## src/rtl/mux2_rr_arbiter_pkg.sv

```systemverilog
// Shared definitions for the two-source round-robin burst arbiter:
// FSM state encoding and parameter defaults.
package mux2_rr_arbiter_pkg;

    localparam int W_DEFAULT         = 8;
    localparam int BURST_MAX_DEFAULT = 4;

    // Wide enough for a beat counter up to the largest supported burst (16).
    localparam int CNT_W = 5;

    typedef enum logic [1:0] {
        IDLE  = 2'd0,
        LOCK0 = 2'd1,
        LOCK1 = 2'd2
    } state_t;

endpackage

```

## src/rtl/mux2_out_reg.sv

```systemverilog
// Single-entry output register: loads a beat with its source and last flag,
// and drains when the consumer accepts it with nothing new arriving.
module mux2_out_reg #(
    parameter int W = 8
) (
    input  logic         clk,
    input  logic         rst,
    input  logic         load,
    input  logic         drain,
    input  logic [W-1:0] data,
    input  logic         src,
    input  logic         last,
    output logic         valid,
    output logic [W-1:0] q_data,
    output logic         q_src,
    output logic         q_last
);

    // NOTE: registers use non-blocking assignments so every flop samples
    // pre-edge values, regardless of statement or process order.
    always_ff @(posedge clk or posedge rst) begin
        if (rst) begin
            valid  <= 1'b0;
            q_data <= '0;
            q_src  <= 1'b0;
            q_last <= 1'b0;
        end else if (load) begin
            valid  <= 1'b1;
            q_data <= data;
            q_src  <= src;
            q_last <= last;
        end else if (drain) begin
            valid  <= 1'b0;
        end
    end

endmodule

```

## src/rtl/mux2_rr_arbiter.sv

```systemverilog
// Two-source round-robin arbiter with burst locking: a grant lasts until the
// source marks last or BURST_MAX beats have passed, then priority flips.
module mux2_rr_arbiter
    import mux2_rr_arbiter_pkg::*;
#(
    parameter int W         = W_DEFAULT,
    parameter int BURST_MAX = BURST_MAX_DEFAULT
) (
    input  logic           clk,
    input  logic           rst,
    input  logic [1:0]     in_valid,
    input  logic [2*W-1:0] in_data,
    input  logic [1:0]     in_last,
    output logic [1:0]     in_ready,
    output logic           out_valid,
    output logic [W-1:0]   out_data,
    output logic           out_src,
    output logic           out_last,
    input  logic           out_ready,
    output logic           sel
);

    localparam logic [CNT_W-1:0] LAST_BEAT = CNT_W'(BURST_MAX - 1);

    state_t           state, state_nxt;
    logic             prio, prio_nxt;
    logic             sel_nxt;
    logic [CNT_W-1:0] cnt, cnt_nxt;

    logic             g;
    logic             locked;
    logic             can_load;
    logic             xfer;
    logic             rel;
    logic [W-1:0]     mux_data;

    assign g        = (state == LOCK1);
    assign locked   = (state != IDLE);
    assign can_load = !out_valid || out_ready;

    // NOTE: every output of a combinational block gets a default first, so
    // no path leaves it unassigned and no latch is inferred.
    always_comb begin
        in_ready = 2'b00;
        if (locked) in_ready[g] = can_load;
    end

    assign xfer = locked && in_valid[g] && in_ready[g];
    assign rel  = xfer && (in_last[g] || cnt == LAST_BEAT);

    assign mux_data = sel ? in_data[W +: W] : in_data[0 +: W];

    always_ff @(posedge clk or posedge rst) begin
        if (rst) begin
            state <= IDLE;
            prio  <= 1'b0;
            sel   <= 1'b0;
            cnt   <= '0;
        end else begin
            state <= state_nxt;
            prio  <= prio_nxt;
            sel   <= sel_nxt;
            cnt   <= cnt_nxt;
        end
    end

    always_comb begin
        state_nxt = state;
        prio_nxt  = prio;
        sel_nxt   = sel;
        cnt_nxt   = cnt;
        unique case (state)
            IDLE: begin
                cnt_nxt = '0;
                unique case (in_valid)
                    2'b01: begin
                        state_nxt = LOCK0;
                        sel_nxt   = 1'b0;
                    end
                    2'b10: begin
                        state_nxt = LOCK1;
                        sel_nxt   = 1'b1;
                    end
                    2'b11: begin
                        state_nxt = prio ? LOCK1 : LOCK0;
                        sel_nxt   = prio;
                    end
                    default: ;
                endcase
            end
            LOCK0, LOCK1: begin
                if (xfer) cnt_nxt = cnt + CNT_W'(1);
                if (rel) begin
                    state_nxt = IDLE;
                    prio_nxt  = ~g;
                end
            end
            default: state_nxt = IDLE;
        endcase
    end

    mux2_out_reg #(
        .W (W)
    ) u_out_reg (
        .clk    (clk),
        .rst    (rst),
        .load   (xfer),
        .drain  (out_ready),
        .data   (mux_data),
        .src    (g),
        .last   (rel),
        .valid  (out_valid),
        .q_data (out_data),
        .q_src  (out_src),
        .q_last (out_last)
    );

endmodule

```

## config.mk

```make
export PLATFORM = sky130hd
export DESIGN_NAME = mux2_rr_arbiter
export DESIGN_NICKNAME = d
export VERILOG_FILES = /design/src/rtl/mux2_rr_arbiter_pkg.sv /design/src/rtl/mux2_out_reg.sv /design/src/rtl/mux2_rr_arbiter.sv
export SDC_FILE = /design/constraint.sdc
export NUM_CORES = 1
export LEC_CHECK = 0
export BUFFER_PORTS_ARGS = -buffer_cell sky130_fd_sc_hd__buf_2
export CAP_MARGIN = 30
export CORE_MARGIN = 2
export CORE_UTILIZATION = 44
export DETAILED_ROUTE_END_ITERATION = 8
export PLACE_DENSITY = 0.74
export SLEW_MARGIN = 20
export SYNTH_ARGS = -nofsm -noshare
export SYNTH_HDL_FRONTEND = slang
export SYNTH_SLANG_ARGS = --single-unit
```

## constraint.sdc

```tcl
create_clock -name clk -period 1.9 [get_ports clk]
set_input_delay 0.095 -clock clk [delete_from_list [all_inputs] [get_ports clk]]
set_output_delay 0.095 -clock clk [all_outputs]
set_load 0.01 [all_outputs]
```

==> results of run 1 <==
cell families (layout without fill, tap and decap cells):
family,after synthesis,in the layout,synth area share
compound gates,27,27,0.172
xor+xnor,1,1,0.00816
fa+ha+maj,3,3,0.0350
buf+inv,11,61,0.0396
flops,20,20,0.466
mux,12,12,0.112
simple gates,34,34,0.167
metal layers:
layer | vias to the layer above | track usage | share of wire
met5 | - | 0 | 0
met4 | 0 | 0.0556 | 0.0064
met3 | 2 | 0.0254 | 0.045
met2 | 25 | 0.352 | 0.53
met1 | 465 | 0.226 | 0.42
li1 | 482 | - | -
state kept, by name, indices dropped and copies added (netlist names):
signal and cells:
prio 1, u_out_reg.q_src 1, sel 1, state 2
cnt 5, u_out_reg.q_data 8, u_out_reg.q_last 1, u_out_reg.valid 1
timing repair:
item | 4_1_cts | 5_1_grt
hold buffers | 1 | 0
endpoints found under the setup margin | 0 | 15
setup buffers | 0 | 1
gates resized for setup | 0 | 7
endpoints found under the hold margin | 20 | 0
synth_stat cells, drive strengths merged:
master,n
nand4,2
o2bb2ai,1
nor4,1
clkbuf,4
nand3,1
xnor2,1
nand2,16
ha,3
nand2b,1
a31oi,1
o31ai,1
dfrtp,20
nor4b,2
inv,6
buf,1
nor3,1
or4b,1
o211ai,2
nor2,4
a21oi,5
mux2i,12
nor3b,2
nor2b,1
a2111oi,1
o221ai,1
or3,2
o21ai,13
o22ai,1
a21o,1
where the power goes:
part / switching (mW) / total (mW) / internal (mW)
combinational: 0.623 / 1.18 / 0.561
sequential: 0.141 / 0.739 / 0.598
clock: 0.131 / 0.344 / 0.213
total: 0.895 / 2.27 / 1.37
stage by stage:
| stage | instance area, µm² | power, mW |
|---|---|---|
| after floorplan | 1070 | 1.43 |
| after detailed placement | 1370 | 1.89 |
| after global routing | 1460 | 2.45 |
| after global placement | 1370 | 1.84 |
| final | 1460 | 2.27 |
| after CTS | 1430 | 2.24 |
worst max-delay path by stage:
stage	startpoint	endpoint	slack, ns	cells after the start
final	cnt[0]	state[1]	0.07	5
after detailed placement	state[0]	u_out_reg.q_data[0]	0.07	8
after CTS	state[0]	u_out_reg.q_data[4]	0.03	7
after floorplan	state[0]	cnt[1]	0.08	7
after global routing	state[0]	state[0]	-0.02	6
after global placement	state[0]	u_out_reg.q_data[7]	0.09	8
final cells by class:
cell class | instances | area share
flip-flops and latches | 20 | 0.343
inverters | 6 | 0.0154
clock inverters | 1 | 0.0206
clock buffers | 3 | 0.0154
multi-input cells | 77 | 0.379
repair buffers | 51 | 0.202
well taps | 28 | 0.0240
==> impl_metrics.env, run 1 <==
export IMPL_final_cell_mix="buf_2, dfrtp_1, nand2_1"
export IMPL_nNetsFinal=185
export IMPL_grt_max_degree=21
export IMPL_clockBufferDepth=2
export IMPL_worst_setup_path_start_kind="flop"
export IMPL_peakVddDrop_mv=0.865
export IMPL_arrival_ns=2.02
export IMPL_powerDensity_nw_per_um2=1550
export IMPL_holdPathStages=2
export IMPL_final_util=0.647
export IMPL_synth_top_area_share=0.466
export IMPL_worstMarginPinSlew_ns=0.760
export IMPL_grtUsageTotal=0.191
export IMPL_skew_ns=0.00246
export IMPL_cts_tree="yes"
export IMPL_nFillCells=195
export IMPL_crit_chain="ha_2 > or4b_4 > a2111oi_4 > o22ai_1 > o2bb2ai_1"
export IMPL_num_antenna_cells=0
export IMPL_cts_root_buf="clkbuf_4"
export IMPL_numCtsBuffers=3
export IMPL_final_antenna_net_count=0
export IMPL_placement_rows=17
export IMPL_cpPeakStageDelay_ns=0.48
export IMPL_avgViaCountPerCell=5.24
export IMPL_cp_top_family="compound AO/OA/AOI/OAI gates"
export IMPL_crit_path_end_kind="flop"
export IMPL_gp_congestion=0.893
export IMPL_synthesis_nets=134
export IMPL_antenna_found_initial=0
export IMPL_cp_num_buf_inv=0
export IMPL_fp_dieH_um=53.4
export IMPL_reg2reg_depth=5
export IMPL_holdPathEnd="state[0]"
export IMPL_clk_latency_ns=0.29
export IMPL_htree_levels=1
export IMPL_drt_wirelength_per_cell_um=13.4
export IMPL_dp_slack_ns=0.0660
export IMPL_hold_viol=0
export IMPL_tns_ns=0
export IMPL_first_pass_iters=4
export IMPL_outcome="finished clean"
export IMPL_seqCellArea_um2=500
export IMPL_route_detailed_drc=0
export IMPL_io_pins=37
export IMPL_ys_ff_latch=20
export IMPL_min_period_ns=1.83
export IMPL_rsz0062_at_grt="yes"
export IMPL_worst_r2r_setup_slack_ns=0.07
export IMPL_cp_slowest_cell="or4b_4"
export IMPL_die_area_um2=2850
export IMPL_ys_seq_area_frac=0.466
export IMPL_final_common_cell="buf_2"
export IMPL_syn_area_um2=1070
export IMPL_grt_pass1_wl_mm=4.01
export IMPL_r2r_start="cnt[0]"
export IMPL_grt_pass1_vias=938
export IMPL_port_buffers=36
export IMPL_routed_wl_mm=2.50
export IMPL_die_w_um=53.4
export IMPL_slew_violations=0
export IMPL_route_vias_total=974
export IMPL_overflow=0
export IMPL_whs_ns=0.0521
export IMPL_drt_iter0_drc=21
export IMPL_avgSynthCellArea_um2=9.94
export IMPL_period_share=0.965
export IMPL_hp_start="in_valid[1]"
export IMPL_synthCells=108
export IMPL_initial_core_util=0.476
export IMPL_clock_sinks=20
export IMPL_clock_fmax_ghz=0.545
export IMPL_yosys_area_top_type="dfrtp_1"
export IMPL_critPathKind="reg2reg"
export IMPL_drive_gt1_frac=0.418
export IMPL_coreArea_um2=2250
export IMPL_hold_class="in2reg"
export IMPL_yosys_warnings=0
export IMPL_synthTopCellsByArea="dfrtp_1, mux2i_1, o21ai_0, nand2_1, ha_1"
export IMPL_crit_required_ns=2.09
export IMPL_maxCapViolCount=0
export IMPL_postLayoutSetupSlackWorst_ns=0.0666
export IMPL_detailed_place_hpwl_mm=1.85
export IMPL_p_leak_nw=0.741
export IMPL_ys_types=31
export IMPL_path_clk_slew_ns=0.12
export IMPL_path_max_fanout=4
export IMPL_slew_headroom=0.493
export IMPL_finalNonFillerCells=186
export IMPL_setup_viol=0
export IMPL_multiInputGateArea_um2=553
export IMPL_dp_cells=180
export IMPL_area_growth_pct=35.9
export IMPL_worstReg2RegEnd="state[1]"
No activity file was read; power rests on OpenSTA's default activity.
==> run 2: changes to the inputs <==
--- a/config.mk
+++ b/config.mk
@@ -8,9 +8,9 @@
 export BUFFER_PORTS_ARGS = -buffer_cell sky130_fd_sc_hd__buf_2
 export CAP_MARGIN = 30
 export CORE_MARGIN = 2
-export CORE_UTILIZATION = 44
+export CORE_UTILIZATION = 48
 export DETAILED_ROUTE_END_ITERATION = 8
-export PLACE_DENSITY = 0.74
+export PLACE_DENSITY_LB_ADDON = 0.12
 export SLEW_MARGIN = 20
 export SYNTH_ARGS = -nofsm -noshare
 export SYNTH_HDL_FRONTEND = slang
==> constraint.sdc (replaced) <==
create_clock -name clk -period 1.92 [get_ports clk]
set_input_delay 0.096 -clock clk [delete_from_list [all_inputs] [get_ports clk]]
set_output_delay 0.096 -clock clk [all_outputs]
set_load 0.01 [all_outputs]
==> run 2 against run 1 <==
  * Fmax decreased by 2.6%
  * Clock-buffer cell count did not move
  * Non-clock buffer count decreased by 6
  * Hold slack better by 0.013 ns
  * Clock skew is 0.0077 ns higher
  * Critical path type unchanged
  * Critical endpoint unchanged
  * Largest cell class unchanged
==> impl_metrics.env, run 2 (same netlist as run 1, synthesis figures left out) <==
export IMPL_outcome="finished clean"
export IMPL_hold_viol=0
export IMPL_htree_levels=1
export IMPL_route_detailed_drc=0
export IMPL_coreArea_um2=2170
export IMPL_routed_wl_mm=2.43
export IMPL_max_flop_register="u_out_reg.q_data"
export IMPL_p_leak_nw=0.714
export IMPL_hold_class="in2reg"
export IMPL_first_pass_iters=4
export IMPL_overflow=0
export IMPL_numCtsBuffers=3
export IMPL_seqCellArea_um2=500
export IMPL_skew_ns=0.0101
export IMPL_placement_rows=17
export IMPL_grt_pass1_wl_mm=4.03
export IMPL_final_antenna_net_count=0
export IMPL_clock_fmax_ghz=0.531
export IMPL_nNetsFinal=179
export IMPL_min_period_ns=1.88
export IMPL_fin_area_um2=1420
export IMPL_port_buffers=36
export IMPL_path_clk_slew_ns=0.13
export IMPL_die_w_um=51.3
export IMPL_multiInputGateArea_um2=558
export IMPL_die_area_um2=2630
export IMPL_postLayoutSetupSlackWorst_ns=0.0375
export IMPL_crit_path_end_kind="flop"
export IMPL_grt_max_degree=21
export IMPL_cts_root_buf="clkbuf_4"
export IMPL_arrival_ns=2.09
export IMPL_io_pins=37
export IMPL_drive_gt1_frac=0.395
export IMPL_cts_tree="yes"
export IMPL_worstMarginPinSlew_ns=0.772
export IMPL_avgViaCountPerCell=5.24
export IMPL_powerDensity_nw_per_um2=1530
export IMPL_fp_dieH_um=51.3
export IMPL_nFillCells=190
export IMPL_final_common_cell="buf_2"
export IMPL_path_max_fanout=4
export IMPL_detailed_place_hpwl_mm=1.80
export IMPL_largest_reg_flops=8
export IMPL_period_share=0.980
export IMPL_final_cell_mix="buf_2, dfrtp_1, nand2_1"
export IMPL_crit_required_ns=2.13
export IMPL_num_antenna_cells=0
export IMPL_post_cts_buffers=0
export IMPL_rsz0062_at_grt="no"
export IMPL_grtUsageTotal=0.206
export IMPL_gp_congestion=0.919
export IMPL_clockBufferDepth=2
export IMPL_route_vias_total=944
export IMPL_setup_viol=0
export IMPL_drt_wirelength_per_cell_um=13.5
export IMPL_clk_latency_ns=0.31
export IMPL_peakVddDrop_mv=0.759
export IMPL_antenna_found_initial=0
export IMPL_worst_setup_path_start_kind="flop"
export IMPL_whs_ns=0.0655
export IMPL_drt_iter0_drc=24
export IMPL_grt_pass1_vias=947
export IMPL_total_power_mw=2.18
export IMPL_critPathKind="reg2reg"
export IMPL_maxCapViolCount=0
export IMPL_placed_cell_area_um2=1330
export IMPL_slew_violations=0
export IMPL_reg_top3="u_out_reg.q_data: 8 flops, cnt: 5 flops, state: 2 flops"
export IMPL_tns_ns=0
export IMPL_area_growth_pct=32.2
export IMPL_clock_sinks=20
export IMPL_slew_headroom=0.485
export IMPL_dp_slack_ns=-0.0170
export IMPL_initial_core_util=0.495
==> run 2: changes by cell type in the layout (fill, tap and decap cells not counted), sizes merged <==
cell / before / now
buf: 50 / 44
==> run 2: timing repair <==
action,in CTS,in global routing
resized for setup,1,5
setup endpoints to repair,8,16
hold endpoints to repair,20,0
hold buffers,1,0
==> run 2: final cells by class <==
| cell class | instances | share of cell area |
|---|---|---|
| inverter | 6 | 0.0159 |
| multi-input combinational | 77 | 0.393 |
| timing repair buffer | 45 | 0.176 |
| clock inverter | 1 | 0.0212 |
| sequential | 20 | 0.353 |
| clock buffer | 3 | 0.0159 |
| tap | 28 | 0.0247 |
==> run 2: final timing paths <==
kind,from,endpoint,slack [ns],depth (start not counted)
max,cnt[0],state[1],0.04,5
min,in_valid[1],state[0],0.07,2
max reg2reg,cnt[0],state[1],0.04,5
min reg2reg,u_out_reg.q_data[0],u_out_reg.q_data[0],0.49,2
max in group asynchronous,rst,prio,0.99,3
min in group asynchronous,rst,u_out_reg.q_data[6],0.45,3
==> run 2: metrics by stage <==
| step | util | std cells |
|---|---|---|
| after global routing | 0.654 | 180 |
| after CTS | 0.643 | 180 |
| after global placement | 0.612 | 175 |
| after detailed placement | 0.612 | 175 |
| final | 0.654 | 180 |
| after floorplan | - | 108 |
==> run 2: routing by layer <==
metal,global-route usage,share of wire,up-vias
li1,-,-,472
met1,0.257,0.46,440
met2,0.338,0.49,26
met3,0.0380,0.035,6
met4,0.114,0.017,0
met5,0,0,-
==> run 2: where the power goes <==
group | switching [mW] | internal [mW]
combinational | 0.597 | 0.502
clock | 0.140 | 0.211
sequential | 0.136 | 0.591
==> run 2: worst max-delay path: stages, from the launching register on <==
cell       delay, ns
dfrtp_1         0.38
ha_1            0.20
or4b_4          0.51
a2111oi_4       0.41
o22ai_1         0.15
o2bb2ai_1       0.14
